$ cat config.mk
export PLATFORM = sky130hd
export DESIGN_NAME = mcu_multicycle
export DESIGN_NICKNAME = d
export VERILOG_FILES = /design/src/rtl/mcu_multicycle.sv
export SDC_FILE = /design/constraint.sdc
export NUM_CORES = 1
export LEC_CHECK = 0
export CAP_MARGIN = 5
export CORE_ASPECT_RATIO = 1.25
export CORE_MARGIN = 2
export CORE_UTILIZATION = 30
export CTS_CLUSTER_DIAMETER = 150
export DETAILED_ROUTE_END_ITERATION = 16
export PLACE_DENSITY = 0.64
export SETUP_SLACK_MARGIN = 0.1
export SLEW_MARGIN = 25
export SYNTH_ARGS = -nofsm -noshare
export SYNTH_HDL_FRONTEND = slang
export SYNTH_SLANG_ARGS = --single-unit
$ cat constraint.sdc
create_clock -name clk -period 5.2 [get_ports clk]
set_input_delay 0.78 -clock clk [delete_from_list [all_inputs] [get_ports clk]]
set_output_delay 0.78 -clock clk [all_outputs]
set_load 0.02 [all_outputs]
$ cat src/rtl/mcu_multicycle.sv
// rtl/mcu_multicycle.sv - multi-cycle main control FSM for the MIPS core
package mcu_multicycle_pkg;
  typedef enum logic [2:0] {
    ALU_AND  = 3'd0,
    ALU_OR   = 3'd1,
    ALU_ADD  = 3'd2,
    ALU_ADDU = 3'd3,
    ALU_SUBU = 3'd4,
    ALU_SLT  = 3'd5
  } alu_op_t;
endpackage

module mcu_multicycle
  import mcu_multicycle_pkg::*;
#(
  parameter int CNT_W = 32
) (
  input  logic             clk,
  input  logic             reset,
  input  logic             addu,
  input  logic             subu,
  input  logic             ori,
  input  logic             lw,
  input  logic             sw,
  input  logic             beq,
  input  logic             lui,
  input  logic             addi,
  input  logic             addiu,
  input  logic             slt,
  input  logic             j,
  input  logic             jal,
  input  logic             jr,
  input  logic             zero,
  input  logic             mem_ready,
  output logic [2:0]       state,
  output logic             mem_req,
  output logic             mem_we,
  output logic             IorD,
  output logic             IRWr,
  output logic             PCWr,
  output logic [1:0]       PcSrc,
  output logic             RegWrite,
  output logic [1:0]       RegDst,
  output logic [1:0]       MemtoReg,
  output logic             ALUsrc,
  output alu_op_t          ALUctr,
  output logic [1:0]       ExtOp,
  output logic             instr_done,
  output logic             illegal,
  output logic [CNT_W-1:0] instr_cnt
);

  typedef enum logic [2:0] {
    S_FETCH  = 3'd0,
    S_DECODE = 3'd1,
    S_EXEC   = 3'd2,
    S_MEM    = 3'd3,
    S_WB     = 3'd4
  } state_t;

  state_t cur, nxt;

  logic any_flag;
  logic jump_any;
  logic sel_j, sel_jal, sel_jr, sel_beq, sel_lw, sel_sw;

  // Priority when several decode flags are set: j, jal, jr, beq, lw, sw, rest.
  assign any_flag = addu | subu | ori | lw | sw | beq | lui | addi | addiu | slt | j | jal | jr;
  assign jump_any = j | jal | jr;
  assign sel_j    = j;
  assign sel_jal  = jal & ~j;
  assign sel_jr   = jr & ~j & ~jal;
  assign sel_beq  = beq & ~jump_any;
  assign sel_lw   = lw & ~jump_any & ~beq;
  assign sel_sw   = sw & ~jump_any & ~beq & ~lw;

  assign state = cur;

  always_ff @(posedge clk) begin
    if (reset) begin
      cur <= S_FETCH;
    end else begin
      cur <= nxt;
    end
  end

  always_ff @(posedge clk) begin
    if (reset) begin
      instr_cnt <= '0;
    end else if (instr_done) begin
      instr_cnt <= instr_cnt + CNT_W'(1);
    end
  end

  always_comb begin
    ALUsrc = ori | lw | sw | addi | addiu | lui;
    if (ori) begin
      ExtOp = 2'd0;
    end else if (lui) begin
      ExtOp = 2'd1;
    end else begin
      ExtOp = 2'd2;
    end
    if (ori) begin
      ALUctr = ALU_OR;
    end else if (lw | sw | addi) begin
      ALUctr = ALU_ADD;
    end else if (slt) begin
      ALUctr = ALU_SLT;
    end else if (addu | addiu) begin
      ALUctr = ALU_ADDU;
    end else if (subu | beq) begin
      ALUctr = ALU_SUBU;
    end else begin
      ALUctr = ALU_AND;
    end
  end

  always_comb begin
    nxt        = cur;
    mem_req    = 1'b0;
    mem_we     = 1'b0;
    IorD       = 1'b0;
    IRWr       = 1'b0;
    PCWr       = 1'b0;
    PcSrc      = 2'd0;
    RegWrite   = 1'b0;
    RegDst     = 2'd0;
    MemtoReg   = 2'd0;
    instr_done = 1'b0;
    illegal    = 1'b0;

    case (cur)
      S_FETCH: begin
        mem_req = 1'b1;
        if (mem_ready) begin
          IRWr = 1'b1;
          PCWr = 1'b1;
          nxt  = S_DECODE;
        end
      end
      S_DECODE: begin
        if (sel_j | sel_jal) begin
          PCWr       = 1'b1;
          PcSrc      = 2'd2;
          instr_done = 1'b1;
          nxt        = S_FETCH;
          if (sel_jal) begin
            RegWrite = 1'b1;
            RegDst   = 2'd2;
            MemtoReg = 2'd2;
          end
        end else if (sel_jr) begin
          PCWr       = 1'b1;
          PcSrc      = 2'd3;
          instr_done = 1'b1;
          nxt        = S_FETCH;
        end else if (!any_flag) begin
          illegal = 1'b1;
          nxt     = S_FETCH;
        end else begin
          nxt = S_EXEC;
        end
      end
      S_EXEC: begin
        if (sel_beq) begin
          PcSrc      = 2'd1;
          PCWr       = zero;
          instr_done = 1'b1;
          nxt        = S_FETCH;
        end else if (sel_lw | sel_sw) begin
          nxt = S_MEM;
        end else begin
          nxt = S_WB;
        end
      end
      S_MEM: begin
        // mem_we is held for the whole wait so the store is issued exactly once.
        mem_req = 1'b1;
        IorD    = 1'b1;
        mem_we  = sel_sw;
        if (mem_ready) begin
          if (sel_sw) begin
            instr_done = 1'b1;
            nxt        = S_FETCH;
          end else begin
            nxt = S_WB;
          end
        end
      end
      S_WB: begin
        RegWrite   = 1'b1;
        RegDst     = (addu | subu | slt) ? 2'd1 : 2'd0;
        if (lw) begin
          MemtoReg = 2'd1;
        end else if (lui) begin
          MemtoReg = 2'd3;
        end
        instr_done = 1'b1;
        nxt        = S_FETCH;
      end
      default: begin
        nxt = S_FETCH;
      end
    endcase

    if (reset) begin
      mem_req    = 1'b0;
      mem_we     = 1'b0;
      IRWr       = 1'b0;
      PCWr       = 1'b0;
      RegWrite   = 1'b0;
      instr_done = 1'b0;
      illegal    = 1'b0;
    end
  end

endmodule

### Word-level counts from Yosys, hierarchy flattened

Index checks and enable logic that the tools add are counted.

* bits in writable memories: 0
* memories: 0
* latch bits: 0
* logic and storage cells: 106
* input bits: 17
* register bits after elaboration: 35
* output and inout port bits: 55
* memory bits (read-only): 0

* reduce and logical (&&, ||, !) cells: 3
* divide/modulo/power cells: 0
* multiply operators: 0
* add/sub/neg operators: 1
* order comparisons: 0
* bitwise operators: 40
* equal/unequal tests: 6
* multiplexer cells: 54
* shift operators: 0

Operators with widths (number)
* $add A32 B1 Y32 const B: 1
* $mux W3: 10
* $mux W1: 26
* $or A1 B1 Y1: 26
* $mux W2: 11
* $pmux W2 S2: 3
* $pmux W3 S4: 1
* $and A1 B1 Y1: 9
* $eq A3 B2 Y1 const B: 2
* $not A1 Y1: 5
* $ne A2 B2 Y1 const B: 2
* $pmux W1 S4: 1
* $eq A3 B1 Y1 const B: 1
* $eq A3 B3 Y1 const B: 1
* $logic_not A3 Y1: 1
* $pmux W1 S3: 1
* $pmux W1 S2: 1
* $reduce_and A2 Y1: 1
* $reduce_or A2 Y1: 1

### Logic depth before layout (Yosys ltp)

* depth in word-level cells: 17
* gate-level depth with buffers: 8
* depth with buffers taken out: 6

### Least setup slack after synthesis

Ideal clock, no wire load.

* path kind: input-to-output
* from: in jal
* to: out instr_done
* buffers on the path: 2
* required time: 4420 ps
* slack: 2230 ps
* stages: 5
* data arrival time: 2190 ps
* cells stage by stage: or3_4 o32a_4 buf_2 buf_2 nor2_1

* longest elaborated chain between the ends: 10
* elaborated cells between the ends (all ways): 18
* those cells by class: mux: 7; bitwise: 11

RTL lines
* start, declared: RTL line 31 `input logic jal,`
* $or A1 B1 Y1 (2 in a row): RTL line 69 `assign jump_any = j | jal | jr;`
* $not A1 Y1: RTL line 73, 75
* $and A1 B1 Y1 (3 in a row): RTL line 75 `assign sel_sw = sw & ~jump_any & ~beq & ~lw;`
* $mux W1: RTL line 183 `if (sel_sw) begin`
* $mux W1: RTL line 182 `if (mem_ready) begin`
* $pmux W1 S4 *: RTL line 133 `case (cur)`
* $mux W1 *: RTL line 207 `if (reset) begin`
* end, declared: RTL line 48 `output logic instr_done,`

Mark *: on every way between the ends. The rest lies on a longest branch, timed or not.

### Worst setup path after layout

* from: in lw
* to: out instr_done

* longest elaborated chain between the ends: 6

RTL lines
* start, declared: RTL line 23 `input logic lw,`
* $not A1 Y1: RTL line 75
* $and A1 B1 Y1: RTL line 75
* $mux W1: RTL line 183
* $mux W1: RTL line 182
* $pmux W1 S4: RTL line 133
* $mux W1: RTL line 207

No other way between the ends.

==> results.md <==
* CTS Hold Bufs at 0
* Filler cell count at around 650
* Hpwl dp at about 4100 um
* Sequential-to-total area share from yosys stat at 0.343
* Top routing layer used: met4
* Htree depth at 2
* Max Cap Viol at 0
* Setup tns final at 0 ns
* Total Routing Usage GR at 0.160
* Worst slew margin relative to its limit at 0.433
* Global route total overflow at 0
* First-pass GRT wire length at 9730 um
* Die area at about 7500 um^2
* Via density at about 5.5
* Post-layout min period at around 3.9 ns
* Num CTS Buffers at 5
* Sw Ratio at 0.271
* Met1 Wirelength at between 2000 and 3000 um
* Initial DRC count at 89
* Clock slew at reported path FFs at approximately 0.070 ns
* Core ar. at 6570 um^2
* Total clock sinks at 35
* DRT Pass-1 Iters at 5
* Total wire length at between 5000 and 6000 um
* RSZ-0062 raised after global routing: no
* Area grow syn2layout at 41.1%
* Kind of critical path: primary input to output pin
* Mean Syn Cell Area at 7.68 um^2
* Clk root buf: clkbuf_8
* Req. time, crit path at 4.42 ns
* Worst path cell trace: clkdlybuf4s50_1 -> nor3b_2 -> a41oi_1 -> o32a_4 -> nor2_1 -> clkdlybuf4s50_1
* Max Slew Vio Count at 0
* # Post-CTS Setup Buffers at 0
* Critical path's slowest cell: o32a_4
* Largest delay contributor family on the critical path: buffers and inverters
* Worst Setup End Kind: output pin
* Met2 wire length at 2880 um
* Worst hold path class: flip-flop to flip-flop
* Met3 wire len at around 280 um
* Resize count post-CTS at 0
* Wire per inst at 13.9 um
* Port Buffers at 71
* Area of the multi-input gates at approximately 1300 um^2
* Final setup violation count at 0
* Die H at around 96 um
* Largest net degree at the start of global routing at 64
* Cells after synthesis at around 270
* LEAKAGE at about 0.83 nW
* Slew of the pin with the lowest slew margin at approximately 0.85 ns
* Worst VDD drop at 0.0919 mV
* #FFs+latches synth at 35
* Total number of vias at roughly 2300
* Crit path max fanout at 63
* Critical Path Max Stage Delay at between 0.6 and 0.7 ns
* Row count at 33
* EDFF count, synth at 0
* CTS tree: done
* Cell mode on critical path: clkdlybuf4s50_1
* Register Area at approximately 700 um^2
* Cell area power density at between 150 and 200 nW/um^2
* Hold slack final at between 0.4 and 0.5 ns
* Power Internal at slightly below 0.4 mW
* Final nets at roughly 350
* Fin area at a little under 3000 um^2
* Post-route DRC at 0
* Hold Violations, Final at 0
* Async set-reset flop share out of synthesis at 0
* Critical path arrival at around 3.2 ns
* ANT nets after route at 0
* Syn_nets at between 200 and 300
* Initial antenna violation count at 0
* Power share of the sequential group at 0.507
* I/O Pins at between 70 and 80
* Post-synthesis cell area at between 2000 and 2500 um^2
* Share of cells above drive strength 1 at 0.0363
* Placed cell area at 2800 um^2
* Final worst path period share at 0.756
* Status: finished clean
* Crit start category: primary input
* Fmax at ~0.25 GHz
* Starting density of the core at 0.311
* Main flop type after synthesis: dfxtp_1
* Logic pwr share at 0.131
* Warnings, synthesis at 0
* N_diodes at 0
* Psw at 0.146 mW
* Clock Power Share at 0.363
* Placer Congestion at around 0.80
* Clock buffer depth at 2
* Skew final at 0.00239 ns
* Bufs and invs on worst path at 2
* Die X-Extent at 77.8 um
* Vias in the first global route at roughly 2100
* Distinct cells, synth at 42
* Worst-skew pair later-pin latency at just under 0.3 ns
Yosys cell counts, types with 2 or more instances:
library cell,number,share of area
dfxtp_1,35,0.34
a21oi_1,34,0.083
nor2_1,21,0.039
o21ai_0,18,0.044
or3_1,18,0.055
nand4_1,16,0.049
nand2_1,15,0.028
nand3_1,15,0.037
nor3_1,12,0.029
o31ai_1,12,0.044
or4_1,12,0.044
clkbuf_1,10,0.018
and2_1,5,0.015
buf_2,3,0.0074
nand2b_1,3,0.0092
nor2b_1,3,0.0092
nor4_1,3,0.0092
a21boi_0,2,0.0074
inv_1,2,0.0037
nand3b_1,2,0.0074
o21bai_1,2,0.0074
o41ai_1,2,0.0086
xor2_1,2,0.0086
placed cells by master (no fill, tap or decap), types with 2 or more instances in the layout:
master	instances
dfxtp_1	35
o21ai_0	18
nor3_1	12
o41ai_1	2
nor4_1	3
or4_1	12
a21boi_0	2
nor2b_1	3
and2_1	5
nand2_1	15
nand3_1	15
nand4_1	16
inv_1	2
or3_1	18
clkdlybuf4s50_1	71
xor2_1	2
o21bai_1	2
clkbuf_8	5
a21oi_1	34
nand3b_1	2
nand2b_1	3
nor2_1	21
o31ai_1	12
clkinv_2	3
power groups by stage:
stage               sequential [mW]  clock [mW]  combinational, mW
floorplan                     0.279           0             0.0360
global route                  0.273       0.209             0.0766
detailed placement            0.279           0             0.0701
global placement              0.279           0             0.0701
CTS                           0.273       0.200             0.0705
finish                        0.273       0.195             0.0702
through the flow:
stage	setup WS, ns	instances	power (mW)	util
after detailed placement	1.26	410	0.349	0.426
after floorplan	2.23	266	0.315	-
after global placement	1.31	410	0.349	0.426
final	1.27	418	0.538	0.439
after CTS	1.25	418	0.543	0.439
after global routing	1.17	418	0.559	0.439
final cells by class:
class / count / share of cell area
Inverter: 2 / 0.00261
Timing Repair Buffer: 72 / 0.249
Sequential cell: 35 / 0.243
Clock buffer: 5 / 0.0239
Clock inverter: 3 / 0.00521
Tap cell: 87 / 0.0378
Multi-Input combinational cell: 214 / 0.438
worst min-delay path: stages, from the launching register on:
cell and delay, ns:
dfxtp_1 0.32, o31ai_1 0.06, a21oi_1 0.06
kinds of logic after synthesis:
kind of cell	after synthesis	synth area share
fa+ha+maj	1	0.00613
compound gates	78	0.234
mux	1	0.00490
buf+inv	17	0.0386
simple gates	132	0.365
xor+xnor	2	0.00858
flops	35	0.343
final timing paths:
| kind | start | endpoint | slack [ns] | cells after the start |
|---|---|---|---|---|
| setup reg to reg | state[0]$_SDFFE_PP0P_ | instr_cnt[20]$_SDFFE_PP0P_ | 2.80 | 5 |
| setup / recovery | lw | instr_done | 1.27 | 6 |
| hold / removal | instr_cnt[31]$_SDFFE_PP0P_ | instr_cnt[31]$_SDFFE_PP0P_ | 0.49 | 2 |
| hold reg to reg | instr_cnt[31]$_SDFFE_PP0P_ | instr_cnt[31]$_SDFFE_PP0P_ | 0.49 | 2 |
flip-flops by register name (all words and copies together), names as in the netlist:
name and cells:
instr_cnt 32, state 3
metal layers:
layer  up-vias  global-route usage
met5         -                   0
met4         0              0.0536
met3         5              0.0403
met2        58               0.274
met1      1069               0.196
li1       1151                   -
(Power assumes the default switching activity.)
